--- src/rtl/twiddle_sched.sv ---
// ============================================================================
//  Module      : twiddle_sched
//  Description : Sequences one radix-2 stage of an 8-point FFT through a
//                single shared twiddle_mult instance. Each butterfly reads
//                its lower-leg sample, loads the twiddle constants from an
//                internal table, waits for the product and writes it back
//                in place.
//                Optional macro TWIDDLE_SCHED_TIMEOUT_EN adds a WAIT-state
//                watchdog that aborts the stage and raises a sticky o_error.
//  Revision    : 1.0  initial release
// ============================================================================
`default_nettype none

module twiddle_sched #(
    parameter int N_POINTS     = 8,
    parameter int LOG2N        = 3,
    parameter int MULT_TIMEOUT = 32
) (
    input  logic        clk,
    input  logic        rst_n,
    input  logic        i_start,
    input  logic [1:0]  i_stage,
    output logic        o_busy,
    output logic        o_done,
    output logic        o_error,
    output logic [2:0]  o_rd_addr,
    input  logic [15:0] i_rd_data,
    output logic        o_wr_en,
    output logic [2:0]  o_wr_addr,
    output logic [15:0] o_wr_data,
    output logic        o_mult_start,
    output logic [7:0]  o_x,
    output logic [7:0]  o_y,
    output logic [7:0]  o_c,
    output logic [8:0]  o_c_plus_s,
    output logic [8:0]  o_c_minus_s,
    input  logic        i_mult_dv,
    input  logic [7:0]  i_re,
    input  logic [7:0]  i_im
);

    typedef enum logic [2:0] {
        S_IDLE  = 3'd0,
        S_READ  = 3'd1,
        S_LOAD  = 3'd2,
        S_WAIT  = 3'd3,
        S_WRITE = 3'd4,
        S_DONE  = 3'd5
    } state_t;

    state_t      r_state;
    state_t      w_next;
    logic [1:0]  r_stage;
    logic [1:0]  r_j;
    logic [2:0]  w_addr;
    logic [1:0]  w_k;
    logic [7:0]  w_c;
    logic [7:0]  w_s;
    logic [8:0]  w_cps;
    logic [8:0]  w_cms;
    logic        w_valid_stage;
    logic        w_last;
    logic        w_timeout;
    logic        r_mult_start;
    logic [7:0]  r_x;
    logic [7:0]  r_y;
    logic [7:0]  r_c;
    logic [8:0]  r_cps;
    logic [8:0]  r_cms;
    logic [15:0] r_wr_data;

    assign w_valid_stage = ({1'b0, i_stage} < 3'(LOG2N));
    assign w_last        = (r_j == 2'(N_POINTS / 2 - 1));

    // Butterfly address and twiddle index, specialised for 8 points:
    // addr = (j>>s)*2*span + span + (j & (span-1)), k = (j & (span-1)) * 4/span
    always_comb begin
        w_addr = 3'd0;
        w_k    = 2'd0;
        case (r_stage)
            2'd0: begin
                w_addr = {r_j, 1'b1};
                w_k    = 2'd0;
            end
            2'd1: begin
                w_addr = {r_j[1], 1'b1, r_j[0]};
                w_k    = {r_j[0], 1'b0};
            end
            default: begin
                w_addr = {1'b1, r_j};
                w_k    = r_j;
            end
        endcase
    end

    // Twiddle table W^k = c + j*s with s = -sin, Q1.7; sums are exact 9-bit
    always_comb begin
        w_c = 8'sd127;
        w_s = 8'sd0;
        case (w_k)
            2'd0: begin w_c = 8'd127;  w_s = 8'd0;   end
            2'd1: begin w_c = 8'd90;   w_s = 8'hA6;  end
            2'd2: begin w_c = 8'd0;    w_s = 8'h81;  end
            default: begin w_c = 8'hA6; w_s = 8'hA6; end
        endcase
        w_cps = {w_c[7], w_c} + {w_s[7], w_s};
        w_cms = {w_c[7], w_c} - {w_s[7], w_s};
    end

`ifdef TWIDDLE_SCHED_TIMEOUT_EN
    localparam int TMO_W = $clog2(MULT_TIMEOUT + 1);
    logic [TMO_W-1:0] r_tmo;
    logic             r_error;

    assign w_timeout = (r_state == S_WAIT) && !i_mult_dv &&
                       (r_tmo == TMO_W'(MULT_TIMEOUT - 1));

    // Watchdog: counts WAIT cycles, sticky error cleared by the next start
    always_ff @(posedge clk or negedge rst_n) begin
        if (!rst_n) begin
            r_tmo   <= '0;
            r_error <= 1'b0;
        end else begin
            if (r_state == S_LOAD) begin
                r_tmo <= '0;
            end else if (r_state == S_WAIT && !i_mult_dv) begin
                r_tmo <= r_tmo + 1'b1;
            end
            if (r_state == S_IDLE && i_start) begin
                r_error <= 1'b0;
            end else if (w_timeout) begin
                r_error <= 1'b1;
            end
        end
    end

    assign o_error = r_error;
`else
    assign w_timeout = 1'b0;
    assign o_error   = 1'b0;
`endif

    // State register
    always_ff @(posedge clk or negedge rst_n) begin
        if (!rst_n) begin
            r_state <= S_IDLE;
        end else begin
            r_state <= w_next;
        end
    end

    // Next-state logic; starts are only accepted from IDLE
    always_comb begin
        w_next = r_state;
        case (r_state)
            S_IDLE: begin
                if (i_start) begin
                    w_next = w_valid_stage ? S_READ : S_DONE;
                end
            end
            S_READ:  w_next = S_LOAD;
            S_LOAD:  w_next = S_WAIT;
            S_WAIT: begin
                if (i_mult_dv) begin
                    w_next = S_WRITE;
                end else if (w_timeout) begin
                    w_next = S_DONE;
                end
            end
            S_WRITE: w_next = w_last ? S_DONE : S_READ;
            S_DONE:  w_next = S_IDLE;
            default: w_next = S_IDLE;
        endcase
    end

    // Datapath: stage/butterfly counters, operand registers, result capture
    always_ff @(posedge clk or negedge rst_n) begin
        if (!rst_n) begin
            r_stage      <= 2'd0;
            r_j          <= 2'd0;
            r_mult_start <= 1'b0;
            r_x          <= 8'd0;
            r_y          <= 8'd0;
            r_c          <= 8'd0;
            r_cps        <= 9'd0;
            r_cms        <= 9'd0;
            r_wr_data    <= 16'd0;
        end else begin
            r_mult_start <= 1'b0;
            case (r_state)
                S_IDLE: begin
                    if (i_start && w_valid_stage) begin
                        r_stage <= i_stage;
                        r_j     <= 2'd0;
                    end
                end
                S_LOAD: begin
                    r_x          <= i_rd_data[15:8];
                    r_y          <= i_rd_data[7:0];
                    r_c          <= w_c;
                    r_cps        <= w_cps;
                    r_cms        <= w_cms;
                    r_mult_start <= 1'b1;
                end
                S_WAIT: begin
                    if (i_mult_dv) begin
                        r_wr_data <= {i_re, i_im};
                    end
                end
                S_WRITE: begin
                    if (!w_last) begin
                        r_j <= r_j + 2'd1;
                    end
                end
                default: ;
            endcase
        end
    end

    assign o_busy       = (r_state == S_READ) || (r_state == S_LOAD) ||
                          (r_state == S_WAIT) || (r_state == S_WRITE);
    assign o_done       = (r_state == S_DONE);
    assign o_rd_addr    = (r_state == S_READ)  ? w_addr : 3'd0;
    assign o_wr_en      = (r_state == S_WRITE);
    assign o_wr_addr    = (r_state == S_WRITE) ? w_addr : 3'd0;
    assign o_wr_data    = r_wr_data;
    assign o_mult_start = r_mult_start;
    assign o_x          = r_x;
    assign o_y          = r_y;
    assign o_c          = r_c;
    assign o_c_plus_s   = r_cps;
    assign o_c_minus_s  = r_cms;

endmodule

`default_nettype wire
--- config.mk ---
export PLATFORM = sky130hd
export DESIGN_NAME = twiddle_sched
export DESIGN_NICKNAME = d
export VERILOG_FILES = /design/src/rtl/twiddle_sched.sv
export SDC_FILE = /design/constraint.sdc
export NUM_CORES = 1
export LEC_CHECK = 0
export ABC_AREA = 1
export ABC_CLOCK_PERIOD_IN_PS = 2950
export BUFFER_PORTS_ARGS = -buffer_cell sky130_fd_sc_hd__buf_2
export CAP_MARGIN = 20
export CELL_PAD_IN_SITES_DETAIL_PLACEMENT = 1
export CELL_PAD_IN_SITES_GLOBAL_PLACEMENT = 1
export CORE_UTILIZATION = 25
export CTS_BUF_LIST = sky130_fd_sc_hd__clkbuf_2 sky130_fd_sc_hd__clkbuf_4 sky130_fd_sc_hd__clkbuf_8
export DETAILED_ROUTE_END_ITERATION = 16
export PLACE_DENSITY_LB_ADDON = 0.25
export SYNTH_ARGS = -nofsm -noshare
export SYNTH_HDL_FRONTEND = slang
export SYNTH_SLANG_ARGS = --single-unit
--- constraint.sdc ---
create_clock -name clk -period 2.95 [get_ports clk]
set_clock_uncertainty 0.15 [all_clocks]
set_input_delay 0.7375 -clock clk [delete_from_list [all_inputs] [get_ports clk]]
set_output_delay 0.7375 -clock clk [all_outputs]
set_load 0.1 [all_outputs]
==> results of run 1 <==
==> stage by stage <==
stage / setup TNS (ps) / setup slack [ps]
after CTS: 0 / 235
after global routing: 0 / 119
after global placement: 0 / 649
final: 0 / 266
after floorplan: -414 / -205
after detailed placement: 0 / 588
==> layer usage <==
metal  part of all wire  up-vias  wire length, um
met5                  0        -                0
met4                  0        0                0
met3              0.048        0              295
met2               0.51       63             3090
met1               0.44      963             2720
li1                   -     1006                -
==> layout by cell type, fill, tap and decap left out, drive strengths merged <==
cell and instances:
a21oi 5, buf 106, bufinv 1, clkbuf 5
clkinv 1, conb 2, dfrtp 50, ha 8
inv 15, nand2 119, nand3 27, nand4 2
nor2 10, nor3 1, o21ai 8, o21bai 1
or2 1
==> logic make-up after synthesis <==
group | share of synthesized area
AO/OA/AOI/OAI | 0.0302
AND/OR/NAND/NOR | 0.294
buffers and inverters | 0.111
flip-flops | 0.521
other | 0.00156
adder cells (fa/ha/maj) | 0.0417
==> flip-flops by register name, indices dropped and copies added, names as in the netlist, 3 cells and up <==
| signal | flops |
|---|---|
| o_x | 8 |
| o_y | 8 |
| r_state | 3 |
| o_wr_data | 16 |
| o_c | 3 |
| o_c_plus_s | 5 |
==> layout make-up <==
type	instances	area, um^2
inverters	15	61.3
well taps	129	161
repair buffers	106	551
fillers	1142	6250
clock buffers	5	68.8
flip-flops and latches	50	1250
clock inverters	2	38.8
multi-input cells	184	900
==> worst min path at each step <==
stage	depth (start not counted)	slack (ps)	to
after floorplan	2	280	r_stage[0]$_DFFE_PN0P_
after CTS	2	340	r_stage[0]$_DFFE_PN0P_
after global placement	2	300	r_stage[0]$_DFFE_PN0P_
after detailed placement	2	310	r_stage[0]$_DFFE_PN0P_
final	2	330	o_wr_data[9]$_DFFE_PN0P_
after global routing	2	370	o_x[0]$_DFFE_PN0P_
==> worst min-delay path, stage by stage, from the launching register on <==
cell and delay (ps):
dfrtp_1 360, nand2_2 50, nand2_1 40
==> impl_metrics.yaml, run 1 <==
run_status:
  outcome: "complete, no violations"
setup_path:
  crit_path_end_kind: "output port"
  crit_family: "flip-flops"
  r2r_start: "r_stage[1]$_DFFE_PN0P_"
  arrival_ps: 1800
  max_stage_delay_ps: 480
  cpMaxStageDelayCell: "dfrtp_1"
  cp_max_fo: 6
  worstPathCellList: "nor2_2 -> nand2_1 -> a21oi_1 -> buf_2"
  cp-start-kind: "flip-flop"
  endpoint: "o_wr_addr[2]"
  r2r_end: "o_c[6]$_DFFE_PN0P_"
  r2r_cells: 7
  critPathLaunch: "r_state[1]$_DFFE_PN0P_"
  path_buf_inv: 1
  r2r_slack_ps: 1130
  cp.required_ps: 2060
  crit_cells: 4
  critPathKind: "reg2out"
logic_synthesis:
  synthTopCellsByCount: "107 x nand2_1, 50 x dfrtp_1, 25 x nand3_1"
  synth-seq-cells: 50
  synth_area_leaders: "dfrtp_1 52%, nand2_1 17%, buf_4 6.6%"
  ys.flop_type: "dfrtp_1"
  async_flop_share: 1.00
  ys_seq_area_frac: 0.521
  yosys.area.top_type: "dfrtp_1"
  synth_top_area_share: 0.521
  synthCells: 274
  synth_area_per_cell_um2: 8.76
  yosysMostFrequentCell: "nand2_1"
  synth_cell_types: 24
  yosys_warnings: 0
  syn-cell-area_mm2: 0.00240
  synth_edf_count: 0
floorplanning:
  core_area_mm2: 0.00928
  fp.dieW_um: 100
  rows: 35
  die_area_mm2: 0.0100
  initial_utilization: 0.259
  die_height_um: 100
  num_io_pins: 107
global_routing:
  grt_max_degree: 51
  met1_usage: 0.161
  grt_pass1_vias: 2059
  grt_overflow: 0
  grt_pass1_wl_mm: 10.3
  met2_usage: 0.231
  grt-busiest-layer: "met2"
  grt_use_total: 0.131
  grt_util_met3: 0.0334
  antenna_found_initial: 0
hold_path:
  hold_path.class: "reg2reg"
  hold_start: "o_wr_data[9]$_DFFE_PN0P_"
clock_network:
  htreeDepth: 2
  cts_max_path_buffers: 2
  cts_tree: "done"
  clk_pin_slew_worst_paths_ps: 100
  numCtsBuffers: 5
  cts_setup_buffers: 0
  cts_hold_buf: 0
  cts_sinks: 50
  cts.repair.resized: 0
  cts_root_buf: "clkbuf_8"
  clk_latency_ps: 300
placement:
  placed_area_mm2: 0.00292
  port_buffers: 104
  dp_hpwl_mm: 4.39
  place_congestion: 0.762
  dp.cells: 484
cells_and_area:
  layout-drive-gt1-share: 0.373
  final_area_mm2: 0.00303
  stdcell_count: 491
  syn_to_final_growth_pct: 26.3
  utilization: 0.327
  nNetsFinal: 408
  n_antenna_cell: 0
routing:
  drt_iter0_markers: 76
  routed_wl_mm: 6.10
  first_pass_iters: 4
  wl_per_cell_um: 12.4
  final_antenna_net_count: 0
  vias_per_cell: 4.14
  drc: 0
  vias: 2032
sta:
  setup_viol: 0
  hold_viol: 0
  max_slew_margin: 0.557
  hold_slack_ps: 333
  fin_crit_ps: 2680
  period_share: 0.910
  finalMaxSlewViolations: 0
  tightest_slew_ps: 665
  max_freq_mhz: 373
  rsz0062_at_grt: "false"
job:
  drv_cap: 0
Power of run 1 is not shown: default switching activity piles up to over one toggle a cycle in this logic, so the estimate is an artifact.
==> run 2, diff against run 1 <==
--- a/config.mk
+++ b/config.mk
@@ -14,7 +14,9 @@
 export CORE_UTILIZATION = 25
 export CTS_BUF_LIST = sky130_fd_sc_hd__clkbuf_2 sky130_fd_sc_hd__clkbuf_4 sky130_fd_sc_hd__clkbuf_8
 export DETAILED_ROUTE_END_ITERATION = 16
-export PLACE_DENSITY_LB_ADDON = 0.25
+export MAX_ROUTING_LAYER = met4
+export PLACE_DENSITY_LB_ADDON = 0.05
+export SETUP_SLACK_MARGIN = 0.4
 export SYNTH_ARGS = -nofsm -noshare
 export SYNTH_HDL_FRONTEND = slang
 export SYNTH_SLANG_ARGS = --single-unit
==> run 2 against run 1 <==
Against the previous run:
- highest routed layer is now met4
- global-route usage down 0.10 points
- final area up 0.50%
- first-iteration DRC count down 53%
- largest cell class unchanged
==> impl_metrics.yaml, run 2 (same netlist as run 1, synthesis figures left out) <==
clock_network:
  cts_hold_buf: 0
  cts_sinks: 50
  cts_root_buf: "clkbuf_8"
  cts_setup_buffers: 0
  htreeDepth: 2
  cts_max_path_buffers: 2
  clk_latency_ps: 290
  cts.repair.resized: 10
  clk_pin_slew_worst_paths_ps: 90
  cts_tree: "done"
  numCtsBuffers: 5
job:
  drv_cap: 0
floorplanning:
  die_area_mm2: 0.0100
  die_height_um: 100
  core_area_mm2: 0.00928
  num_io_pins: 107
  fp.dieW_um: 100
  rows: 35
  initial_utilization: 0.259
routing:
  first_pass_iters: 3
  drt_iter0_markers: 36
  wl_per_cell_um: 12.1
  drc: 0
  routed_wl_mm: 5.93
  final_antenna_net_count: 0
  vias: 1999
  vias_per_cell: 4.07
cells_and_area:
  largest_register_ff_count: 16
  syn_to_final_growth_pct: 26.9
  mostFrequentLayoutCells: "107 x nand2_1, 96 x buf_2, 48 x dfrtp_1, 24 x nand3_1, 12 x inv_1"
  layout_commonest_cell: "nand2_1"
  stdcell_count: 491
  final-seq-area_mm2: 0.00125
  fillCellCount: 1148
  n_antenna_cell: 0
  multi_input_area_um2: 912
  final_area_mm2: 0.00305
  layout-drive-gt1-share: 0.384
  nNetsFinal: 408
setup_path:
  cp.required_ps: 2060
  arrival_ps: 1580
  cp_max_fo: 4
  cp-start-kind: "flip-flop"
  critPathKind: "reg2out"
  crit_path_end_kind: "output port"
global_routing:
  antenna_found_initial: 0
  grt_max_degree: 51
  grt_pass1_wl_mm: 9.90
  grt_pass1_vias: 2038
  grt_overflow: 0
  grt_use_total: 0.130
sta:
  max_slew_margin: 0.554
  period_share: 0.837
  setup_viol: 0
  rsz0062_at_grt: "true"
  fin_crit_ps: 2470
  hold_viol: 0
  max_freq_mhz: 405
  hold_slack_ps: 327
  setup_tns_ps: 0
  tightest_slew_ps: 669
  finalMaxSlewViolations: 0
placement:
  dp_hpwl_mm: 4.21
  placed_area_mm2: 0.00293
  dp.cells: 484
  port_buffers: 104
  place_congestion: 0.691
run_status:
  outcome: "complete, no violations"
hold_path:
  hold_path.class: "reg2reg"
## run 2: changes by cell type in the layout (fill, tap and decap cells not counted), sizes merged
cell    delta
clkinv     +1
bufinv     -1
## run 2: layer usage
metal | vias up | part of all wire | track usage
met5 | - | 0 | -
met1 | 924 | 0.45 | 0.159
met4 | 0 | 0.0067 | 0.0334
met3 | 6 | 0.051 | 0.0292
li1 | 1004 | - | -
met2 | 65 | 0.49 | 0.220
## run 2: final timing paths
path	startpoint	endpoint	slack, ps	cells past startpoint
worst max-delay path	r_state[0]$_DFFE_PN0P_	o_done	480	3
worst min-delay path	o_wr_data[0]$_DFFE_PN0P_	o_wr_data[0]$_DFFE_PN0P_	330	2
worst max register to register	r_state[0]$_DFFE_PN0P_	o_c_plus_s[8]$_DFFE_PN0P_	1160	6
worst min register to register	o_wr_data[0]$_DFFE_PN0P_	o_wr_data[0]$_DFFE_PN0P_	330	2
max in group asynchronous	rst_n	r_stage[1]$_DFFE_PN0P_	1770	2
min in group asynchronous	rst_n	o_c[1]$_DFFE_PN0P_	410	2
## run 2: critical path, stage by stage (launching register included)
cell     delay, ps
dfrtp_1        500
inv_1          140
nor3_2         180
buf_2          460
## run 2: stage by stage
step           utilization  setup WS [ps]
3_3_place_gp         0.315            630
2_1_floorplan            -           -205
6_report             0.328            481
3_5_place_dp         0.315            580
5_1_grt              0.328            373
4_1_cts              0.326            348
## run 2: cell type report
class	count	area share
clock buffers	5	0.0226
flip-flops and latches	50	0.411
repair buffers	106	0.190
inverters	15	0.0201
well taps	129	0.0530
multi-input cells	184	0.299
clock inverters	2	0.00329
Power of run 2 is left out for the same reason.
==> run 3, diff against run 2 <==
--- a/config.mk
+++ b/config.mk
@@ -5,8 +5,8 @@
 export SDC_FILE = /design/constraint.sdc
 export NUM_CORES = 1
 export LEC_CHECK = 0
-export ABC_AREA = 1
-export ABC_CLOCK_PERIOD_IN_PS = 2950
+export ABC_AREA = 0
+export ABC_CLOCK_PERIOD_IN_PS = 2200
 export BUFFER_PORTS_ARGS = -buffer_cell sky130_fd_sc_hd__buf_2
 export CAP_MARGIN = 20
 export CELL_PAD_IN_SITES_DETAIL_PLACEMENT = 1
==> constraint.sdc (replaced) <==
create_clock -name clk -period 2.2 [get_ports clk]
set_clock_uncertainty 0.15 [all_clocks]
set_input_delay 0.55 -clock clk [delete_from_list [all_inputs] [get_ports clk]]
set_output_delay 0.55 -clock clk [all_outputs]
set_load 0.1 [all_outputs]
==> run 3 against run 2 <==
Against the previous run:
- final cell count is 9.8% lower
- critical endpoint is now o_wr_addr[2]
- the flow now finishes with violations (DRC)
- sequential cell count did not move
- sequential share of layout area down 9.5 points
- die area down 4.0%
- highest routed layer unchanged
- non-clock buffer count is 23 higher
- setup slack worse by 470 ps
- core utilization up 12 points
- count of clock-buffer cells in the layout up 2
==> impl_metrics.yaml, run 3 <==
setup_path:
  cpMaxStageDelayCell: "or3b_4"
  cp.required_ps: 1500
  critPathKind: "reg2out"
  cp-start-kind: "flip-flop"
  crit_path_end_kind: "output port"
  arrival_ps: 1490
  worstPathCellList: "or3b_4 -> nor2_4 -> buf_12"
  cp_max_fo: 5
  max_stage_delay_ps: 480
routing:
  vias: 1996
  first_pass_iters: 10
  wl_per_cell_um: 15.0
  vias_per_cell: 4.51
  final_antenna_net_count: 0
  drc: 9
  routed_wl_mm: 6.65
  drt_iter0_markers: 52
sta:
  max_freq_mhz: 456
  rsz0062_at_grt: "true"
  setup_viol: 0
  finalMaxSlewViolations: 0
  hold_viol: 0
  period_share: 0.996
  fin_crit_ps: 2190
placement:
  dp_hpwl_mm: 4.05
  placed_area_mm2: 0.00305
  dp.cells: 415
  port_buffers: 104
  place_congestion: 0.693
floorplanning:
  core_area_mm2: 0.00881
  rows: 34
  fp.dieW_um: 98.0
  die_height_um: 98.0
  num_io_pins: 107
  initial_utilization: 0.261
  die_area_mm2: 0.00960
global_routing:
  grt_max_degree: 51
  grt_use_total: 0.135
  grt_pass1_vias: 2021
  grt_overflow: 0
  antenna_found_initial: 0
  grt_pass1_wl_mm: 9.93
clock_network:
  clk_latency_ps: 290
  cts_max_path_buffers: 2
  cts_root_buf: "clkbuf_8"
  cts_sinks: 50
  cts_tree: "done"
  htreeDepth: 2
  numCtsBuffers: 5
  clk_pin_slew_worst_paths_ps: 90
cells_and_area:
  final_area_mm2: 0.00397
  layout_commonest_cell: "buf_4"
  fillCellCount: 959
  nNetsFinal: 380
  largest_register_ff_count: 16
  multi_input_area_mm2: 0.00127
  mostFrequentLayoutCells: "48 x buf_4, 44 x dfrtp_1, 37 x buf_2, 34 x nand2_1, 20 x nand2_2"
  layout-drive-gt1-share: 0.675
  final-seq-area_mm2: 0.00126
  syn_to_final_growth_pct: 72.6
  stdcell_count: 443
  n_antenna_cell: 0
logic_synthesis:
  yosys_warnings: 0
  synth_edf_count: 0
  synthTopCellsByCount: "69 x nand2_1, 50 x dfrtp_1, 20 x buf_4"
  ys.flop_type: "dfrtp_1"
  ys_seq_area_frac: 0.543
  async_flop_share: 1.00
  synth_cell_types: 31
  yosys.area.top_type: "dfrtp_1"
  yosysMostFrequentCell: "nand2_1"
  synth-seq-cells: 50
  synthCells: 223
  synth_area_leaders: "dfrtp_1 54%, nand2_1 11%, mux2_2 7.8%"
  syn-cell-area_mm2: 0.00230
  synth_area_per_cell_um2: 10.3
  synth_top_area_share: 0.543
job:
  drv_cap: 0
hold_path:
  hold_path.class: "in2async"
run_status:
  violations: "DRC"
  outcome: "complete, but fails checks"
==> run 3: path summary, 6_finish.rpt <==
check | start | end | slack (ps) | cells past startpoint
worst max-delay path | r_state[0]$_DFFE_PN0P_ | o_wr_addr[2] | 9 | 3
worst min-delay path | rst_n | o_x[4]$_DFFE_PN0P_ | 70 | 2
worst max register to register | r_state[1]$_DFFE_PN0P_ | r_j[1]$_DFFE_PN0P_ | 260 | 7
worst min register to register | o_c_minus_s[7]$_DFFE_PN0P_ | o_c_minus_s[7]$_DFFE_PN0P_ | 340 | 2
max in group asynchronous | rst_n | o_c_plus_s[0]$_DFFE_PN0P_ | 1540 | 2
min in group clk | i_rd_data[4] | o_y[4]$_DFFE_PN0P_ | 290 | 3
==> run 3: cell families after synthesis <==
| logic type | after synthesis | share of synthesized area |
|---|---|---|
| AND/OR/NAND/NOR | 96 | 0.186 |
| flip-flops | 50 | 0.543 |
| buffers and inverters | 32 | 0.0902 |
| AO/OA/AOI/OAI | 19 | 0.0533 |
| multiplexers | 16 | 0.0783 |
| adder cells (fa/ha/maj) | 8 | 0.0435 |
| other | 1 | 0.00163 |
| XOR/XNOR | 1 | 0.00381 |
==> run 3: cell type report <==
type | count | share of cell area
multi-input combinational | 144 | 0.319
sequential | 50 | 0.317
timing repair buffer | 129 | 0.295
tap | 108 | 0.0340
clock buffer | 7 | 0.0211
clock inverter | 1 | 0.00756
inverter | 4 | 0.00598
==> run 3: critical path: cells and delay by family (launching register included) <==
family | cells | cell delay [ps]
simple gates | 2 | 610
flops | 1 | 410
buf+inv | 1 | 180
==> run 3: timing repair <==
action	4_1_cts	5_1_grt
buffers inserted	9	4
resized for setup	72	107
gates cloned	3	4
pin swaps	10	11
endpoints found under the setup margin	76	69
hold buffers	0	0
==> run 3: layer usage <==
metal	routed length, um	part of all wire	track usage
met1	2680	0.40	0.152
met2	3610	0.54	0.241
met3	340	0.051	0.0336
met4	24	0.0036	0.0315
met5	0	0	-
==> run 3: per-stage QoR <==
step | TNS, ps | hold WS (ps) | setup slack [ps] | util
3_3_place_gp | 0 | 303 | 190 | 0.346
6_report | 0 | 69.4 | 8.60 | 0.451
2_1_floorplan | -44.1 | 104 | -14.7 | -
4_1_cts | -22.4 | 76.6 | -8.23 | 0.399
3_5_place_dp | 0 | 307 | 170 | 0.346
5_1_grt | -223 | 84.7 | -62.8 | 0.451
Power of run 3 is left out for the same reason.
